<file path="src/rtl/bcd_seg_scan.sv">
// bcd_seg_scan
//   Multiplexed 7-segment scan driver for a row of BCD digits. A load strobe
//   captures the packed digits and decimal points into shadow registers; a
//   prescaler then walks a one-hot digit enable across the row, presenting
//   the decoded segment pattern and decimal point of the enabled digit.
//
// Parameters
//   NDIG      number of digits, 1..8
//   SCAN_DIV  clock cycles each digit stays enabled, >= 1
//
// Ports
//   clk         rising-edge clock
//   rst         asynchronous active-low reset
//   bcd_in      packed BCD digits, [3:0] is digit 0 (least significant)
//   dp_in       decimal point per digit, bit i belongs to digit i
//   load        capture strobe for bcd_in / dp_in
//   an          one-hot digit enable, active-high
//   seg         segments a..g on seg[0]..seg[6], active-high
//   dp          decimal point of the enabled digit
//   frame_done  one-cycle pulse after each complete scan of all digits
//   err         sticky non-BCD flag, re-evaluated on every load
//
// Build option
//   SEG_LZB_EN  when defined, leading zeros (digits above 0 whose nibble and
//               all higher nibbles are zero) drive seg=0 while still scanned.
//
// Scan state
//   idx         | meaning
//   ------------+-----------------------------------------------
//   0           | least significant digit enabled
//   1..NDIG-2   | intermediate digit enabled
//   NDIG-1      | most significant digit; wrap to 0 ends a frame
module bcd_seg_scan #(
  parameter int NDIG     = 4,
  parameter int SCAN_DIV = 4
) (
  input  logic              clk,
  input  logic              rst,
  input  logic [4*NDIG-1:0] bcd_in,
  input  logic [NDIG-1:0]   dp_in,
  input  logic              load,
  output logic [NDIG-1:0]   an,
  output logic [6:0]        seg,
  output logic              dp,
  output logic              frame_done,
  output logic              err
);

  localparam int PW = (SCAN_DIV > 1) ? $clog2(SCAN_DIV) : 1;
  localparam int IW = (NDIG > 1) ? $clog2(NDIG) : 1;
  localparam logic [PW-1:0] PLAST = PW'(SCAN_DIV - 1);
  localparam logic [IW-1:0] ILAST = IW'(NDIG - 1);

  // current state
  logic [PW-1:0]     pcnt_q;
  logic [IW-1:0]     idx_q;
  logic [4*NDIG-1:0] shd_bcd_q;
  logic [NDIG-1:0]   shd_dp_q;
  logic              err_q;

  // next state
  logic [PW-1:0]     pcnt_d;
  logic [IW-1:0]     idx_d;
  logic [4*NDIG-1:0] shd_bcd_d;
  logic [NDIG-1:0]   shd_dp_d;
  logic              err_d;
  logic              frame_d;

  // next outputs
  logic [NDIG-1:0]   an_d;
  logic [6:0]        seg_d;
  logic              dp_d;
  logic [NDIG-1:0]   blank;

  function automatic logic [6:0] seg_decode(input logic [3:0] nib);
    logic [6:0] s;
    case (nib)
      4'd0:    s = 7'h3F;
      4'd1:    s = 7'h06;
      4'd2:    s = 7'h5B;
      4'd3:    s = 7'h4F;
      4'd4:    s = 7'h66;
      4'd5:    s = 7'h6D;
      4'd6:    s = 7'h7D;
      4'd7:    s = 7'h07;
      4'd8:    s = 7'h7F;
      4'd9:    s = 7'h6F;
      default: s = 7'h40;   // non-BCD shows a dash
    endcase
    return s;
  endfunction

  // ---------------------------------------------------------------------
  // State register (outputs are registered here too so an/seg/dp always
  // describe the idx held after the same edge)
  // ---------------------------------------------------------------------
  always_ff @(posedge clk or negedge rst) begin
    if (!rst) begin
      pcnt_q     <= '0;
      idx_q      <= '0;
      shd_bcd_q  <= '0;
      shd_dp_q   <= '0;
      err_q      <= 1'b0;
      an         <= '0;
      seg        <= '0;
      dp         <= 1'b0;
      frame_done <= 1'b0;
    end else begin
      pcnt_q     <= pcnt_d;
      idx_q      <= idx_d;
      shd_bcd_q  <= shd_bcd_d;
      shd_dp_q   <= shd_dp_d;
      err_q      <= err_d;
      an         <= an_d;
      seg        <= seg_d;
      dp         <= dp_d;
      frame_done <= frame_d;
    end
  end

  assign err = err_q;

  // ---------------------------------------------------------------------
  // Next-state logic: prescaler, digit index, shadow capture, error flag
  // ---------------------------------------------------------------------
  always_comb begin
    pcnt_d    = pcnt_q;
    idx_d     = idx_q;
    frame_d   = 1'b0;
    shd_bcd_d = shd_bcd_q;
    shd_dp_d  = shd_dp_q;
    err_d     = err_q;

    if (pcnt_q == PLAST) begin
      pcnt_d = '0;
      if (idx_q == ILAST) begin
        idx_d   = '0;
        frame_d = 1'b1;
      end else begin
        idx_d = idx_q + IW'(1);
      end
    end else begin
      pcnt_d = pcnt_q + PW'(1);
    end

    // load is independent of the scan: it only replaces the shadows, so a
    // load on an advance edge is seen by the newly enabled digit
    if (load) begin
      shd_bcd_d = bcd_in;
      shd_dp_d  = dp_in;
      err_d     = 1'b0;
      for (int i = 0; i < NDIG; i++) begin
        if (bcd_in[4*i +: 4] > 4'd9) err_d = 1'b1;
      end
    end
  end

  // ---------------------------------------------------------------------
  // Output logic: decode the next shadow nibble at the next index
  // ---------------------------------------------------------------------
`ifdef SEG_LZB_EN
  always_comb begin
    logic zero_run;
    zero_run = 1'b1;
    blank    = '0;
    // walk down from the most significant digit; digit 0 is never blanked
    for (int i = NDIG - 1; i >= 1; i--) begin
      zero_run = zero_run & (shd_bcd_d[4*i +: 4] == 4'd0);
      blank[i] = zero_run;
    end
  end
`else
  assign blank = '0;
`endif

  always_comb begin
    logic [3:0] nib;
    logic       blk;
    an_d = '0;
    nib  = 4'd0;
    blk  = 1'b0;
    dp_d = 1'b0;
    for (int i = 0; i < NDIG; i++) begin
      if (idx_d == IW'(i)) begin
        an_d[i] = 1'b1;
        nib     = shd_bcd_d[4*i +: 4];
        dp_d    = shd_dp_d[i];
        blk     = blank[i];
      end
    end
    seg_d = blk ? 7'h00 : seg_decode(nib);
  end

endmodule

</file>
<file path="config.mk">
export PLATFORM = sky130hd
export DESIGN_NAME = bcd_seg_scan
export DESIGN_NICKNAME = d
export VERILOG_FILES = /design/src/rtl/bcd_seg_scan.sv
export SDC_FILE = /design/constraint.sdc
export NUM_CORES = 1
export LEC_CHECK = 0
export CELL_PAD_IN_SITES_DETAIL_PLACEMENT = 0
export CELL_PAD_IN_SITES_GLOBAL_PLACEMENT = 2
export CORE_MARGIN = 8
export CORE_UTILIZATION = 33
export DETAILED_ROUTE_END_ITERATION = 6
export GPL_TIMING_DRIVEN = 0
export PLACE_DENSITY = 0.77
export SLEW_MARGIN = 20
export SYNTH_ARGS = -nofsm -noshare
export SYNTH_HDL_FRONTEND = slang
export SYNTH_SLANG_ARGS = --single-unit
export TNS_END_PERCENT = 30
</file>
<file path="constraint.sdc">
create_clock -name clk -period 2.6 [get_ports clk]
set_input_delay 0.39 -clock clk [delete_from_list [all_inputs] [get_ports clk]]
set_output_delay 0.39 -clock clk [all_outputs]
set_load 0.005 [all_outputs]
</file>
# --- After elaboration in Yosys (flattened, before gate mapping) ---
# Memory sizes are Yosys's and may differ from the RTL's. A register that Yosys moved wholly into a read port is not among the register bits.
# Index checks and enable logic that the tools add are counted.
op_classes:
  add_sub_neg: 2
  multipliers: 0
  div_mod_pow: 0
  magnitude_cmp: 4
  eq_ne: 5
  n_shift: 0
  muxes: 23
  bitwise_logic: 0
  reduce_logical: 2
ops:
  columns: ["operator", "count"]
  rows:
  - ["$mux 4", 5]
  - ["$gt 4x4->1 const B", 4]
  - ["$mux 16", 1]
  - ["$mux 1", 14]
  - ["$eq 2x2->1 const B", 4]
  - ["$mux 2", 3]
  - ["$add 2x1->2 const B", 2]
  - ["$eq 2x1->1 const B", 1]
  - ["$logic_not 2->1", 1]
  - ["$logic_not 1->1", 1]
totals:
  regBits: 31
  latch_bits: 0
  ramBits: 0
  romBits: 112
  inputBits: 23
  output_inout_bits: 14
  wordCells: 45
  mem_count: 1
memory_table:
  columns: ["name", "words", "word_bits", "read_ports", "rd_ports_with_merged_regs", "wr", "line_no", "source"]
  rows:
  - ["(name not given)", 16, 7, 1, 1, 0, "77", "case (nib)"]

# --- Logic depth before layout (Yosys ltp) ---
# Gate-level depths: netlist (run 1).
logic_depth:
  word_depth: 8
  depth_mapped: 10
  mapped_depth_nobuf: 9

# --- Least setup slack after synthesis (run 1) ---
# Ideal clock, no wire load.
synth_timing:
  path_kind: "register to register"
  from: "register pcnt_q[0]"
  to: "register seg[6]"
  setup_ns: 0.065
  t_arrival_ns: 2.099
  t_required_ns: 2.535
  slack_ns: 0.436
  path_stages_with_launch: 10
  n_path_buf: 0
  synth_period_minus_slack_ns: 2.164
  path_cell_list: "dfrtp_1 > ha_1 > mux2i_4 > clkinv_2 > mux2i_1 > mux2_2 > inv_1 > ha_1 > mux2_4 > nand2_1"
synth_between:
  elab_chain_len: 7
  elab_cells_between_ends: 10
  classes_between: "4 x eq/ne; 5 x mux; 1 x reduce/logical"
synth_lines:
  columns: ["item", "line_no", "source"]
  rows:
  - ["from (decl)", "55", "logic [PW-1:0] pcnt_q;"]
  - ["from (signal assigned)", "109", "pcnt_q <= pcnt_d;"]
  - ["$eq 2x2->1 (*)", "134", "if (pcnt_q == PLAST) begin"]
  - ["$mux 2 (*)", "134", null]
  - ["named net idx_d[1]", "63", "logic [IW-1:0] idx_d;"]
  - ["$logic_not 2->1", "184", "if (idx_d == IW'(i)) begin"]
  - ["$mux 4 (3 in series)", "184", null]
  - ["$mux 4 (*)", "184", null]
  - ["to (decl)", "43", "output logic [6:0] seg,"]
# The timed path passes the listed nets; every way through them passes the cells marked *.
# A chain may end at the register's enable or synchronous reset.

# --- Worst setup path in the final report (run 1) ---
layout_timing:
  from: "input port load"
  to: "register seg[6]"
layout_between:
  elab_cells_between_ends: 5
  classes_between: "5 x mux"
layout_lines:
  columns: ["item", "line_no", "source"]
  rows:
  - ["from (decl)", "41", "input logic load,"]
  - ["$mux 16", "148", "if (load) begin"]
  - ["named net shd_bcd_d[12]", "64", "logic [4*NDIG-1:0] shd_bcd_d;"]
  - ["$mux 4", "184", null]
# The timed path passes the listed nets, and every way through them passes these cells.

==> results of run 1 <==
worst paths after layout:
kind	from	end	slack, ns	cells past startpoint
max	load	seg[6]	0.16	9
min	rst	shd_dp_q[1]	0.01	1
max reg2reg	idx_q[0]	seg[6]	0.23	9
min reg2reg	pcnt_q[0]	pcnt_q[0]	0.43	1
max in group asynchronous	rst	shd_bcd_q[6]	2.14	2
min in group clk	pcnt_q[0]	pcnt_q[0]	0.43	1
state kept, by name, indices dropped and copies added (netlist names):
signal      count
an              4
dp              1
err             1
frame_done      1
idx_q           2
pcnt_q          2
seg             7
shd_bcd_q      16
shd_dp_q        4
power by group through the flow:
stage          Combinational, µW  Sequential, µW  Clock [µW]
3_5_place_dp                 234             669           0
2_1_floorplan                110             669           0
3_3_place_gp                 226             668           0
6_report                     231             658         421
4_1_cts                      235             659         435
5_1_grt                      257             663         458
repair_timing:
| item | 4_1_cts | 5_1_grt |
|---|---|---|
| endpoints found under the setup margin | 4 | 3 |
| gates resized for setup | 0 | 1 |
| pin swaps | 0 | 0 |
| buffers inserted | 0 | 2 |
cells by family after synthesis:
logic type | Yosys count
fa+ha+maj | 8
compound gates | 20
mux | 35
buf+inv | 13
flops | 38
simple gates | 25
worst register-to-register path, delay by kind of cell (launching register included):
family / cells / cell delay [ns]
muxes: 2 / 0.61
and+or+nand+nor: 2 / 0.20
buffers and inverters: 2 / 0.41
DFF: 1 / 0.40
adders and majority gates: 2 / 0.42
AOI/OAI and AO/OA: 1 / 0.27
per-stage QoR:
step | setup WS, ns | instance area, µm² | hold WS (ns) | instances | util, %
2_1_floorplan | 0.436 | 1760 | 0.0944 | 139 | -
3_3_place_gp | -0.444 | 2210 | 0.416 | 245 | 43.0
3_5_place_dp | -0.488 | 2230 | 0.339 | 246 | 43.4
4_1_cts | 0.0688 | 2320 | 0.0147 | 253 | 45.2
5_1_grt | 0.00802 | 2340 | 0.0366 | 255 | 45.5
6_report | 0.161 | 2340 | 0.0103 | 255 | 45.5
layer usage:
layer  up-vias  wire [µm]  part of all wire, %  GRT usage [%]
li1        579          -                    -              -
met3         7        232                  6.0           3.58
met4         0         73                  1.9           5.14
met2        24       1890                   49           17.6
met5         -          0                    0              0
met1       585       1670                   43           12.2
cell type report:
type	count	area, µm²	share of cell area (%)
buffer	4	28.8	1.23
clock buffer	6	82.6	3.53
clock inverter	2	12.5	0.534
inverter	8	31.3	1.34
multi-input combinational	88	749	32.0
sequential	38	951	40.6
tap	70	87.6	3.74
timing repair buffer	39	398	17.0
layout by cell type (no fill, tap or decap), drive strengths merged, types with 2 or more instances in the layout:
cell type | synthesis | routed
nand2b | 2 | 2
ha | 8 | 8
a31oi | 2 | 2
clkinv | 1 | 2
a221oi | 2 | 2
clkbuf | 0 | 7
mux2 | 22 | 22
mux2i | 13 | 13
clkdlybuf4s50 | 0 | 35
a21oi | 3 | 3
o22ai | 3 | 3
o21ai | 5 | 5
nor2 | 10 | 10
inv | 7 | 7
buf | 5 | 7
nor2b | 3 | 3
dfrtp | 38 | 38
and2 | 2 | 2
nand2 | 6 | 6
==> summary.txt, run 1 <==
Die Ht -> 89.1 µm
Starting Density -> 34.3%
Port Buffers -> 36
Die X -> 89.1 µm
Slew Viols, Final -> 0
fin nets -> 215
Switching Fraction -> 24.8%
Crit Path Max Fanout -> 19
Commonest cells post-synth -> dfrtp_1 (38), mux2_2 (19), mux2i_1 (12), nor2_1 (10), ha_1 (8)
adder-cell share of the synthesized area -> 5.68%
area leader, netlist -> dfrtp_1
share of layout cells above drive strength 1 -> 21.6%
drt drc -> 0
Worst Tran Pin Value -> 0.414 ns
FMAX -> 0.410 GHz
DRT antenna net count -> 0
count leader, synth -> dfrtp_1
total chip power -> 1310 µW
yosys warns -> 0
Crit path largest cell delay -> 0.51 ns
simple-gate share of the synthesized area -> 6.68%
IO Pins -> 37
# fillers -> 511
register area share after synthesis -> 54.0%
initial antenna violation count -> 0
Yosys cell types -> 30
run status -> completed
Final min period -> 2.44 ns
area grow syn2layout -> 32.9%
largest cells by area after synthesis -> dfrtp_1 (54%), mux2_2 (12%), mux2i_1 (6.8%)
syn_nets -> 170
std cell rows -> 26
core area -> 0.00514 mm²
WP buf/inv -> 3
die area -> 0.00793 mm²
slew margin rel. -> 71.6%
static leakage -> 0.00104 µW
number of synthesized flops with an enable pin -> 0
Synth top area share -> 54.0%
Total GRT Usage -> 10.7%
Hold WC Path Type -> primary input to async pin
critical path class -> primary input to register
main combinational cell family by area after synthesis -> multiplexers
critical path cell sequence -> clkdlybuf4s50_1, clkbuf_4, mux2_2, o211ai_1, o21a_1, inv_1, ha_1, mux2_4, nand2_1
synthesized area per cell -> 12.7 µm²
synthesized area -> 0.00176 mm²
critical path's top delay family -> buffers and inverters
largest net degree at the start of global routing -> 24
htree depth -> 2
CTS Buf Count -> 5
asr flop ratio synth -> 100%
Clk pwr share -> 32.1%
initial drt markers -> 21
Ant. Diodes -> 0
total of max-cap violations -> 0
Logic pwr share -> 17.7%
wire per inst -> 15.2 µm
element type at the critical path end -> register
power density cells -> 560 mW/mm²
dpl hpwl -> 3.00 mm
Post-CTS Hold Fix Bufs -> 0
clock sink total -> 38
first-pass GRT wire length -> 6.42 mm
Worst-path clk slew -> 0.08 ns
Post-Synth XOR/XNOR Area -> 0%
Routed WL -> 3.87 mm
vias per cell -> 4.69
Synth Area in Compound Gates -> 7.60%
clk buf depth -> 2
Max Clock Skew -> 0.00828 ns
Pint -> 985 µW
Slowest cell on crit path -> clkdlybuf4s50_1
Worst Path Arrival -> 2.67 ns
TNS Setup -> 0 ns
flops & latches, synth -> 38
vias in the first global route -> 1315
RSZ-0062 raised after global routing -> false
final period utilization -> 93.8%
DR vias -> 1195
Main synth FF type -> dfrtp_1
Reg power frac -> 50.2%
Final setup viols -> 0
CTS tree -> done
Final Hold Viols -> 0
mux contribution to synthesized area -> 22.6%
Psw -> 325 µW
Startpoint Class -> primary input
Mapped Cells -> 139
GRT overflow -> 0
Max IR drop VDD -> 0.313 mV
Skew-Pair Late Insertion Delay -> 0.29 ns
Root Driver -> clkbuf_8
CP required -> 2.83 ns
routability cong. -> 0.720
1st-pass router iterations -> 4
Note: power is estimated with default switching activity, not from simulation.
==> run 2, diff against run 1 <==
- CAP_MARGIN: unset -> 10
==> results of run 2 <==
Same layout as run 1: the final DEF is identical, and so are final timing and power.
